--- config.mk ---
export PLATFORM = sky130hd
export DESIGN_NAME = bin_to_bcd_seq
export DESIGN_NICKNAME = d
export VERILOG_FILES = /design/src/rtl/bin_to_bcd_seq_pkg.sv /design/src/rtl/bcd_add3_digit.sv /design/src/rtl/bin_to_bcd_seq.sv
export SDC_FILE = /design/constraint.sdc
export NUM_CORES = 1
export LEC_CHECK = 0
export CAP_MARGIN = 40
export CORE_MARGIN = 5
export CORE_UTILIZATION = 45
export DETAILED_ROUTE_END_ITERATION = 12
export GPL_ROUTABILITY_DRIVEN = 0
export PLACE_DENSITY = 0.68
export REMOVE_ABC_BUFFERS = 1
export SKIP_CTS_REPAIR_TIMING = 1
export SLEW_MARGIN = 40
export SYNTH_ARGS = -nofsm -noshare
export SYNTH_HDL_FRONTEND = slang
export SYNTH_SLANG_ARGS = --single-unit
export TNS_END_PERCENT = 30
--- constraint.sdc ---
create_clock -name clk -period 2.6 [get_ports clk]
set_clock_uncertainty 0.05 [all_clocks]
set_input_delay 0.52 -clock clk [delete_from_list [all_inputs] [get_ports clk]]
set_output_delay 0.52 -clock clk [all_outputs]
set_load 0.05 [all_outputs]
--- src/rtl/bin_to_bcd_seq_pkg.sv ---
// Shared constants and state encoding for the sequential binary-to-BCD encoder.
package bin_to_bcd_seq_pkg;

    typedef enum logic {
        IDLE = 1'b0,
        CONV = 1'b1
    } state_t;

    localparam int         BCD_W       = 4;
    localparam logic [3:0] ADD3_THRESH = 4'd5;

endpackage

--- src/rtl/bcd_add3_digit.sv ---
// Double-dabble digit adjust: a digit of 5..9 gets +3 so the following shift carries correctly.
module bcd_add3_digit
    import bin_to_bcd_seq_pkg::*;
(
    input  logic [BCD_W-1:0] d,
    output logic [BCD_W-1:0] q
);

    assign q = (d >= ADD3_THRESH) ? d + BCD_W'(3) : d;

endmodule

--- src/rtl/bin_to_bcd_seq.sv ---
// Sequential shift-and-add-3 binary-to-BCD encoder, one iteration per clock, with leading-zero mask.
//
//   state | meaning
//   IDLE  | waiting for start; outputs hold last result
//   CONV  | one double-dabble iteration per clock, cnt counts down to 1
module bin_to_bcd_seq
    import bin_to_bcd_seq_pkg::*;
#(
    parameter int BIN_W  = 8,
    parameter int DIGITS = 3
) (
    input  logic                      clk,
    input  logic                      rst,
    input  logic                      start,
    input  logic [BIN_W-1:0]          bin,
    output logic                      busy,
    output logic                      done,
    output logic [BCD_W*DIGITS-1:0]   bcd,
    output logic [DIGITS-1:0]         blank,
    output logic                      overflow
);

    localparam int                SCR_W     = BCD_W * DIGITS;
    localparam int                CNT_W     = $clog2(BIN_W + 1);
    localparam logic [DIGITS-1:0] BLANK_RST = ~DIGITS'(1);

    state_t             state_q, state_d;
    logic [CNT_W-1:0]   cnt_q, cnt_d;
    logic [BIN_W-1:0]   shreg_q, shreg_d;
    logic [SCR_W-1:0]   scratch_q, scratch_d;
    logic               ovf_q, ovf_d;
    logic               busy_d, done_d, overflow_d;
    logic [SCR_W-1:0]   bcd_d;
    logic [DIGITS-1:0]  blank_d;

    logic [SCR_W-1:0]   adj;
    logic [SCR_W-1:0]   scratch_sh;
    logic               shift_out;
    logic [DIGITS-1:0]  blank_calc;
    logic               hi_zero;

    for (genvar g = 0; g < DIGITS; g++) begin : g_digit
        bcd_add3_digit u_add3 (
            .d (scratch_q[g*BCD_W +: BCD_W]),
            .q (adj[g*BCD_W +: BCD_W])
        );
    end

    assign shift_out  = adj[SCR_W-1];
    assign scratch_sh = {adj[SCR_W-2:0], shreg_q[BIN_W-1]};

    // A digit blanks only when it and every digit above it are zero; units never blanks.
    always_comb begin
        blank_calc = '0;
        hi_zero    = 1'b1;
        for (int i = DIGITS - 1; i >= 1; i--) begin
            hi_zero       = hi_zero & (scratch_sh[i*BCD_W +: BCD_W] == '0);
            blank_calc[i] = hi_zero;
        end
    end

    always_comb begin
        state_d    = state_q;
        cnt_d      = cnt_q;
        shreg_d    = shreg_q;
        scratch_d  = scratch_q;
        ovf_d      = ovf_q;
        busy_d     = busy;
        done_d     = 1'b0;
        bcd_d      = bcd;
        blank_d    = blank;
        overflow_d = overflow;
        case (state_q)
            IDLE: begin
                if (start) begin
                    shreg_d   = bin;
                    scratch_d = '0;
                    ovf_d     = 1'b0;
                    cnt_d     = CNT_W'(BIN_W);
                    busy_d    = 1'b1;
                    state_d   = CONV;
                end
            end
            CONV: begin
                scratch_d = scratch_sh;
                shreg_d   = {shreg_q[BIN_W-2:0], 1'b0};
                ovf_d     = ovf_q | shift_out;
                cnt_d     = cnt_q - CNT_W'(1);
                if (cnt_q == CNT_W'(1)) begin
                    bcd_d      = scratch_sh;
                    overflow_d = ovf_q | shift_out;
                    blank_d    = blank_calc;
                    done_d     = 1'b1;
                    busy_d     = 1'b0;
                    state_d    = IDLE;
                end
            end
            default: state_d = IDLE;
        endcase
    end

    always_ff @(posedge clk) begin
        if (rst) begin
            state_q   <= IDLE;
            cnt_q     <= '0;
            shreg_q   <= '0;
            scratch_q <= '0;
            ovf_q     <= 1'b0;
            busy      <= 1'b0;
            done      <= 1'b0;
            bcd       <= '0;
            blank     <= BLANK_RST;
            overflow  <= 1'b0;
        end else begin
            state_q   <= state_d;
            cnt_q     <= cnt_d;
            shreg_q   <= shreg_d;
            scratch_q <= scratch_d;
            ovf_q     <= ovf_d;
            busy      <= busy_d;
            done      <= done_d;
            bcd       <= bcd_d;
            blank     <= blank_d;
            overflow  <= overflow_d;
        end
    end

endmodule

; After elaboration in Yosys (flattened, before gate mapping)
; Cells that the tools add are included.
[totals]
register_bits = 43
inputBits = 11
out_inout_bits = 18
[classes]
addsub = 4
n_lt_le_gt_ge = 3
n_eq_ne = 3
mux = 18
bitwise_logic = 3
n_reduce_logical = 5
[op_table]
columns = cell, n
row1 = $pmux W12 S2, 1
row2 = $mux W4, 4
row3 = $pmux W8 S2, 1
row4 = $add A4 B2 Y4 const B, 3
row5 = $ge A4 B3 Y1 const B, 3
row6 = $mux W12, 1
row7 = $logic_not A4 Y1, 2
row8 = $mux W8, 1
row9 = $pmux W4 S2, 1
row10 = $mux W1, 6
row11 = $pmux W1 S2, 3
row12 = $eq A4 B1 Y1 const B, 1
row13 = $reduce_and A2 Y1, 2
row14 = $sub A4 B1 Y4 const B, 1
row15 = $ne A2 B1 Y1 const B, 1
row16 = $ne A2 B2 Y1 const B, 1
row17 = $reduce_or A2 Y1, 1
row18 = $and A1 B1 Y1, 1
row19 = $not A1 Y1, 1
row20 = $or A1 B1 Y1, 1

; Longest topological paths before layout
; Gate-level depths: netlist of run 1.
[logic_depth]
depth_word = 4
ltp_mapped = 7
depth_no_buf = 7

; Cells and area by module
; From an unflattened synthesis of run 1, not the netlist that was laid out.
[hier_totals]
hier_cells = 217
hier_area_um2 = 1998.2
[modules_own_cells]
columns = module, n_inst, cells_each, area_each_um2, seq_area_each_um2
row1 = bin_to_bcd_seq, 1, 169, 1694.1, 860.8
row2 = bcd_add3_digit, 3, 16, 101.3, 0.0

; Least setup slack after synthesis of run 1
; No wires, ideal clock.
[synth_timing]
kind = reg-to-reg
start = register scratch_q[9]
end = register blank[1]
arrival_ns = 1.491
required_ns = 2.454
setup_slack_ns = 0.963
stages_incl_launch_ff = 8
n_path_buf = 0
period_less_slack_ns = 1.637
cell_sequence = dfxtp_1 inv_1 ha_1 nand2b_1 a21oi_2 mux2i_1 nand3_2 o41ai_2
[synth_between]
elab_chain_cells = 4
[synth_lines]
columns = element, line
row1 = start: declaration, bin_to_bcd_seq.sv:30  ; logic [SCR_W-1:0] scratch_q, scratch_d;
row2 = start signal: assignment, bin_to_bcd_seq.sv:118  ; scratch_q <= scratch_d;
row3 = $add A4 B2 Y4 / $ge A4 B3 Y1 (equally long branches), bcd_add3_digit.sv:9  ; assign q = (d >= ADD3_THRESH) ? d + BCD_W'(3) : d;
row4 = $mux W4 *, bcd_add3_digit.sv:9
row5 = $logic_not A4 Y1 *, bin_to_bcd_seq.sv:57  ; hi_zero = hi_zero & (scratch_sh[i*BCD_W +: BCD_W] == '0);
row6 = $and A1 B1 Y1 *, bin_to_bcd_seq.sv:57
row7 = end signal: assignment, bin_to_bcd_seq.sv:123  ; blank <= blank_d;
row8 = end: declaration, bin_to_bcd_seq.sv:19  ; output logic [DIGITS-1:0] blank,
; Mark *: on every way between the ends. The rest lies on a longest branch, timed or not.
; A chain may end at the register's enable or synchronous reset.

; Worst setup path after layout of run 1
[layout_timing]
start = register bcd[3]
end = output bcd[3]
[layout_lines]
columns = element, line
row1 = start: declaration, bin_to_bcd_seq.sv:18  ; output logic [BCD_W*DIGITS-1:0] bcd,
row2 = start signal: assignment, bin_to_bcd_seq.sv:111  ; bcd <= '0;
row3 = start signal: assignment, bin_to_bcd_seq.sv:122  ; bcd <= bcd_d;
; No word-level cell between the ends.

==> results.yml, run 1 <==
setup_path:
  critical_path_required_ps: 2030
  critical_path.slowest_cell: "clkdlybuf4s50_1"
  start_kind: "flop"
  critical_path.cell_chain: "clkdlybuf4s50_1"
  critical_path.n_buffers_inverters: 1
  critPathCaptureType: "output port"
  worst_path_largest_cell_delay_ps: 810
  worstPathArrival_ps: 1450
  critPathKind: "flop to output port"
  cpLargestDelayFamily: "buffers and inverters"
  crit_path_max_fanout: 2
clock_tree:
  cts.root.buffer_cell: "clkbuf_8"
  cts_buffer_depth: 2
  numClockSinks: 43
  clk_transition_reported_paths_ps: 80
  cts-buffers-inserted: 5
  worst_skew_pair.late_latency_ps: 290
  ctsHtreeMaxLevel: 2
  tritoncts: "yes"
timing:
  final_clock_period_utilization_by_the_worst_path_pct: 77.6
  sum_neg_setup_slack_ps: 0
  setup-violations-final: 0
  final.min_clock_period_ps: 2020
  fmaxAchievable_ghz: 0.495
  worst_slew_slack_as_a_fraction_of_its_limit_pct: 53.8
  timing_worst_slew_pin_value_ps: 693
  final-hold-violation-count: 0
  timing.final.max_slew_violations: 0
  grt_setup_unrepaired: "false"
power:
  finalPower_w: 0.00145
  cell_leakage_power_nw: 0.947
  power.clock.fraction_pct: 42.0
  ir_worst_vdd_uv: 412
  power_report.internal_total_w: 0.00112
  total_switching_power_w: 0.000327
  seqPwrFrac_pct: 47.8
  netSwitchingFraction_pct: 22.6
  comb_power_share_pct: 10.1
  power_density_nw_per_um2: 594
job:
  drv_cap: 0
hold_path:
  hold_path.class: "flop to flop"
place:
  detailed_place_hpwl_mm: 2.63
  port_buffers: 27
  placedCellCount: 315
yosys:
  synth_cells: 247
  synth_seq_area_share_pct: 42.8
  yosysWarningCount: 0
  synth_cell_types: 33
  dominantRegCellSynth: "dfxtp_1"
  syn_area_um2: 2010
  ys_ff_latch: 43
  avgSynthCellArea_um2: 8.14
  asr_flop_ratio_synth_pct: 0
  number_of_flops_mapped_to_enable_cells_by_yosys: 0
floorplanning:
  floorplan.initialDensity_pct: 46.1
  fp.dieH_um: 76.8
  floorplan.die_area_um2: 5900
  core-area_um2: 4350
  num_io_pins: 29
  dieWidth_um: 76.8
  rows: 24
final_layout:
  finish.net_count: 289
  commonest_non_fill_non_tap_cell_in_the_layout: "dfxtp_1"
  postLayoutCoreUtil_pct: 56.0
  layout-area-overhead-vs-synth_pct: 21.3
  n_antenna_cell: 0
  ratio_of_cells_with_drive_above_1_in_the_final_layout_pct: 8.49
  instances_no_fill: 323
  final_cell_mix: "dfxtp_1, nor2_1, a21oi_1"
routing:
  drc: 0
  dr_total_vias: 1661
  ant_nets: 0
  first_iter_violations: 55
  detail_route.wirelength_mm: 3.93
  drt_pass1_iterations: 6
  routed_via_density: 5.14
  routed_wire_length_per_instance_um: 12.2
global_route:
  first_global_vias: 1591
  grt_pass1_wl_mm: 6.71
  grt.total_usage_pct: 13.6
  grt_overflow: 0
  antenna_found_initial: 0
  grt_max_degree: 44
outcome:
  status: "finished, final reports clean"
cells by family after synthesis:
kind of cell    synth area share [%]
xor+xnor                        1.31
compound gates                  15.9
buf+inv                         5.73
fa+ha+maj                       4.98
other cells                    0.187
flops                           42.8
simple gates                    22.6
mux                             6.48
through the flow:
stage | hold slack, ps | cell area [um2] | worst slack [ps]
after global placement | 392 | 2300 | 506
after global routing | 424 | 2440 | 534
after floorplan | 389 | 1930 | 551
after detailed placement | 396 | 2300 | 459
after CTS | 407 | 2440 | 549
final | 405 | 2440 | 581
power by group through the flow:
stage	sequential, W	clock [W]	combinational [W]
finish	0.000693	0.000609	0.000147
global route	0.000696	0.000657	0.000162
CTS	0.000693	0.000634	0.000148
detailed placement	0.000708	0	0.000147
global placement	0.000709	0	0.000145
floorplan	0.000731	0	0.0000619
flip-flops by register name, indices dropped and copies added, names as in the netlist:
signal / flops
bcd: 12
scratch_q: 12
shreg_q: 8
cnt_q: 4
blank: 2
busy: 1
done: 1
overflow: 1
ovf_q: 1
state_q: 1
area by class of cell:
class | instances | area (um2)
clock buffers | 6 | 72.6
clock inverters | 2 | 60.1
fillers | 440 | 1920
inverters | 10 | 37.5
multi-input cells | 178 | 1030
flip-flops and latches | 43 | 861
well taps | 52 | 65.1
repair buffers | 32 | 308
final timing paths:
check	start	end	slack [ps]	cells after the start
worst max-delay path	bcd[3]	bcd[3]	580	1
worst min register to register	bcd[6]	bcd[6]	410	2
worst min-delay path	bcd[6]	bcd[6]	410	2
worst max register to register	scratch_q[9]	blank[1]	820	7
cell usage after synthesis, types with 2 or more instances:
cell | count | share of area [%]
o21ai_1 | 2 | 0.50
a21oi_2 | 4 | 1.7
xnor2_1 | 3 | 1.3
a211oi_1 | 3 | 1.1
mux2i_1 | 13 | 6.5
nand2b_1 | 6 | 1.9
and3_1 | 5 | 1.6
clkbuf_1 | 6 | 1.1
ha_1 | 8 | 5.0
nand2_1 | 27 | 5.0
nand3_2 | 2 | 1.0
nor2_1 | 41 | 7.7
inv_1 | 9 | 1.7
nor3_1 | 13 | 3.2
dfxtp_1 | 43 | 43
buf_4 | 2 | 0.75
buf_2 | 8 | 2.0
a21oi_1 | 31 | 7.7
nand3_1 | 2 | 0.50
a31oi_1 | 2 | 0.62
a311oi_1 | 2 | 0.87
nor3b_1 | 2 | 0.75
o21ai_0 | 3 | 0.75
layer usage:
| layer | vias to the layer above | wire, um | GRT usage, % | part of all wire (%) |
|---|---|---|---|---|
| li1 | 871 | - | - | - |
| met1 | 754 | 1890 | 16.1 | 48 |
| met2 | 31 | 1770 | 23.5 | 45 |
| met3 | 5 | 228 | 4.10 | 5.8 |
| met4 | 0 | 46 | 3.67 | 1.2 |
| met5 | - | 0 | 0 | 0 |
Note: power is estimated with default switching activity, not from simulation.
==> inputs of run 2 (changes only) <==
- clock period: 2.6 -> 1.99 ns (I/O delays scaled with it)
==> results.yml, run 2 (synthesized netlist as in run 1, its figures left out) <==
final_layout:
  final_cell_mix: "dfxtp_1, nor2_1, a21oi_1"
  layout-area-overhead-vs-synth_pct: 21.7
  postLayoutCoreUtil_pct: 56.1
  layout_top_registers: "bcd: 12 flops, scratch_q: 12 flops, shreg_q: 8 flops"
  n_antenna_cell: 0
  layout.filler_cells: 395
  instances_no_fill: 327
  final-seq-area_um2: 861
  finish.net_count: 293
  ratio_of_cells_with_drive_above_1_in_the_final_layout_pct: 10.2
  multiInputGateArea_um2: 1030
  commonest_non_fill_non_tap_cell_in_the_layout: "dfxtp_1"
setup_path:
  worst_path_largest_cell_delay_ps: 810
  crit_path_max_fanout: 2
  critical_path_depth: 1
  critPathKind: "flop to output port"
  r2r_slack_ps: 220
  critical_path_required_ps: 1540
  critPathCaptureType: "output port"
  start_kind: "flop"
  rr_worst_depth: 7
  worstPathArrival_ps: 1450
  critical_path.cell_chain: "clkdlybuf4s50_1"
  cpLargestDelayFamily: "buffers and inverters"
  critical_path.n_buffers_inverters: 1
  critical_path.slowest_cell: "clkdlybuf4s50_1"
global_route:
  grt_max_degree: 44
  first_global_vias: 1553
  grt.total_usage_pct: 13.8
  grt_pass1_wl_mm: 6.83
  grt_overflow: 0
  antenna_found_initial: 0
timing:
  final-hold-violation-count: 0
  postLayoutSetupSlackWorst_ps: 91.5
  final.min_clock_period_ps: 1900
  timing.final.max_slew_violations: 0
  setup-violations-final: 0
  fmaxAchievable_ghz: 0.527
  final_clock_period_utilization_by_the_worst_path_pct: 95.4
  grt_setup_unrepaired: "false"
floorplanning:
  dieWidth_um: 76.8
  floorplan.initialDensity_pct: 46.1
  floorplan.die_area_um2: 5900
  core-area_um2: 4350
  fp.dieH_um: 76.8
  num_io_pins: 29
  rows: 24
hold_path:
  min_path_cells: 2
  hold_path.class: "flop to flop"
routing:
  drc: 0
  ant_nets: 0
  detail_route.wirelength_mm: 3.95
  routed_wire_length_per_instance_um: 12.1
  dr_total_vias: 1697
  routed_via_density: 5.19
  drt_pass1_iterations: 4
  first_iter_violations: 74
job:
  drv_cap: 0
clock_tree:
  ctsHtreeMaxLevel: 2
  cts.root.buffer_cell: "clkbuf_8"
  numClockSinks: 43
  tritoncts: "yes"
  cts_buffer_depth: 2
  clk_transition_reported_paths_ps: 80
  cts-buffers-inserted: 5
  worst_skew_pair.late_latency_ps: 290
power:
  power_density_nw_per_um2: 702
  cell_leakage_power_nw: 0.960
  ir_worst_vdd_uv: 491
place:
  detailedPlace.worstSlack_ps: 231
  placedCellCount: 319
  port_buffers: 27
  detailed_place_hpwl_mm: 2.80
outcome:
  status: "finished, final reports clean"
[run 2: cell count changes in the layout (fill, tap and decap cells not counted)]
cell,change
buf_4,+4
bufinv_16,-2
clkbuf_8,+2
buf_12,+1
clkdlybuf4s50_1,-1
[run 2: path summary, 6_finish.rpt]
check,from,to
min reg2reg,bcd[7],bcd[7]
max reg2reg,scratch_q[9],blank[1]
max,bcd[3],bcd[3]
min,bcd[7],bcd[7]
[run 2: power by group]
| group | switching [W] | leakage (nW) | internal [W] |
|---|---|---|---|
| Clock | 0.000292 | 0.0515 | 0.000317 |
| Sequential | 0.0000219 | 0.349 | 0.000886 |
| Combinational | 0.000115 | 0.559 | 0.0000835 |
| Total | 0.000429 | 0.960 | 0.00129 |
[run 2: worst reg2reg max path, stage by stage, from the launching register on]
cell      delay, ps
dfxtp_1         330
inv_1            80
ha_1            170
nand2b_1        160
a21oi_2         230
mux2i_1         240
nand3_2         100
o41ai_2         320
[run 2: stage by stage]
step | power, W | TNS [ps] | cell area, um2 | hold slack (ps)
floorplan | 0.00104 | -58.8 | 1930 | 389
global placement | 0.00113 | 0 | 2340 | 392
global route | 0.00179 | 0 | 2440 | 420
finish | 0.00172 | 0 | 2440 | 404
CTS | 0.00174 | 0 | 2440 | 407
detailed placement | 0.00113 | 0 | 2340 | 396
[run 2: layout make-up]
| type | instances | share of cell area [%] |
|---|---|---|
| clock buffer | 8 | 4.09 |
| inverter | 10 | 1.54 |
| multi-input combinational | 178 | 42.3 |
| sequential | 43 | 35.2 |
| tap | 52 | 2.66 |
| timing repair buffer | 36 | 14.2 |
[run 2: metal layers]
layer | GRT usage, % | vias up | part of all wire [%]
li1 | - | 878 | -
met1 | 17.1 | 781 | 48
met2 | 23.2 | 33 | 45
met3 | 3.51 | 5 | 5.1
met4 | 4.72 | 0 | 1.2
met5 | 0 | - | 0
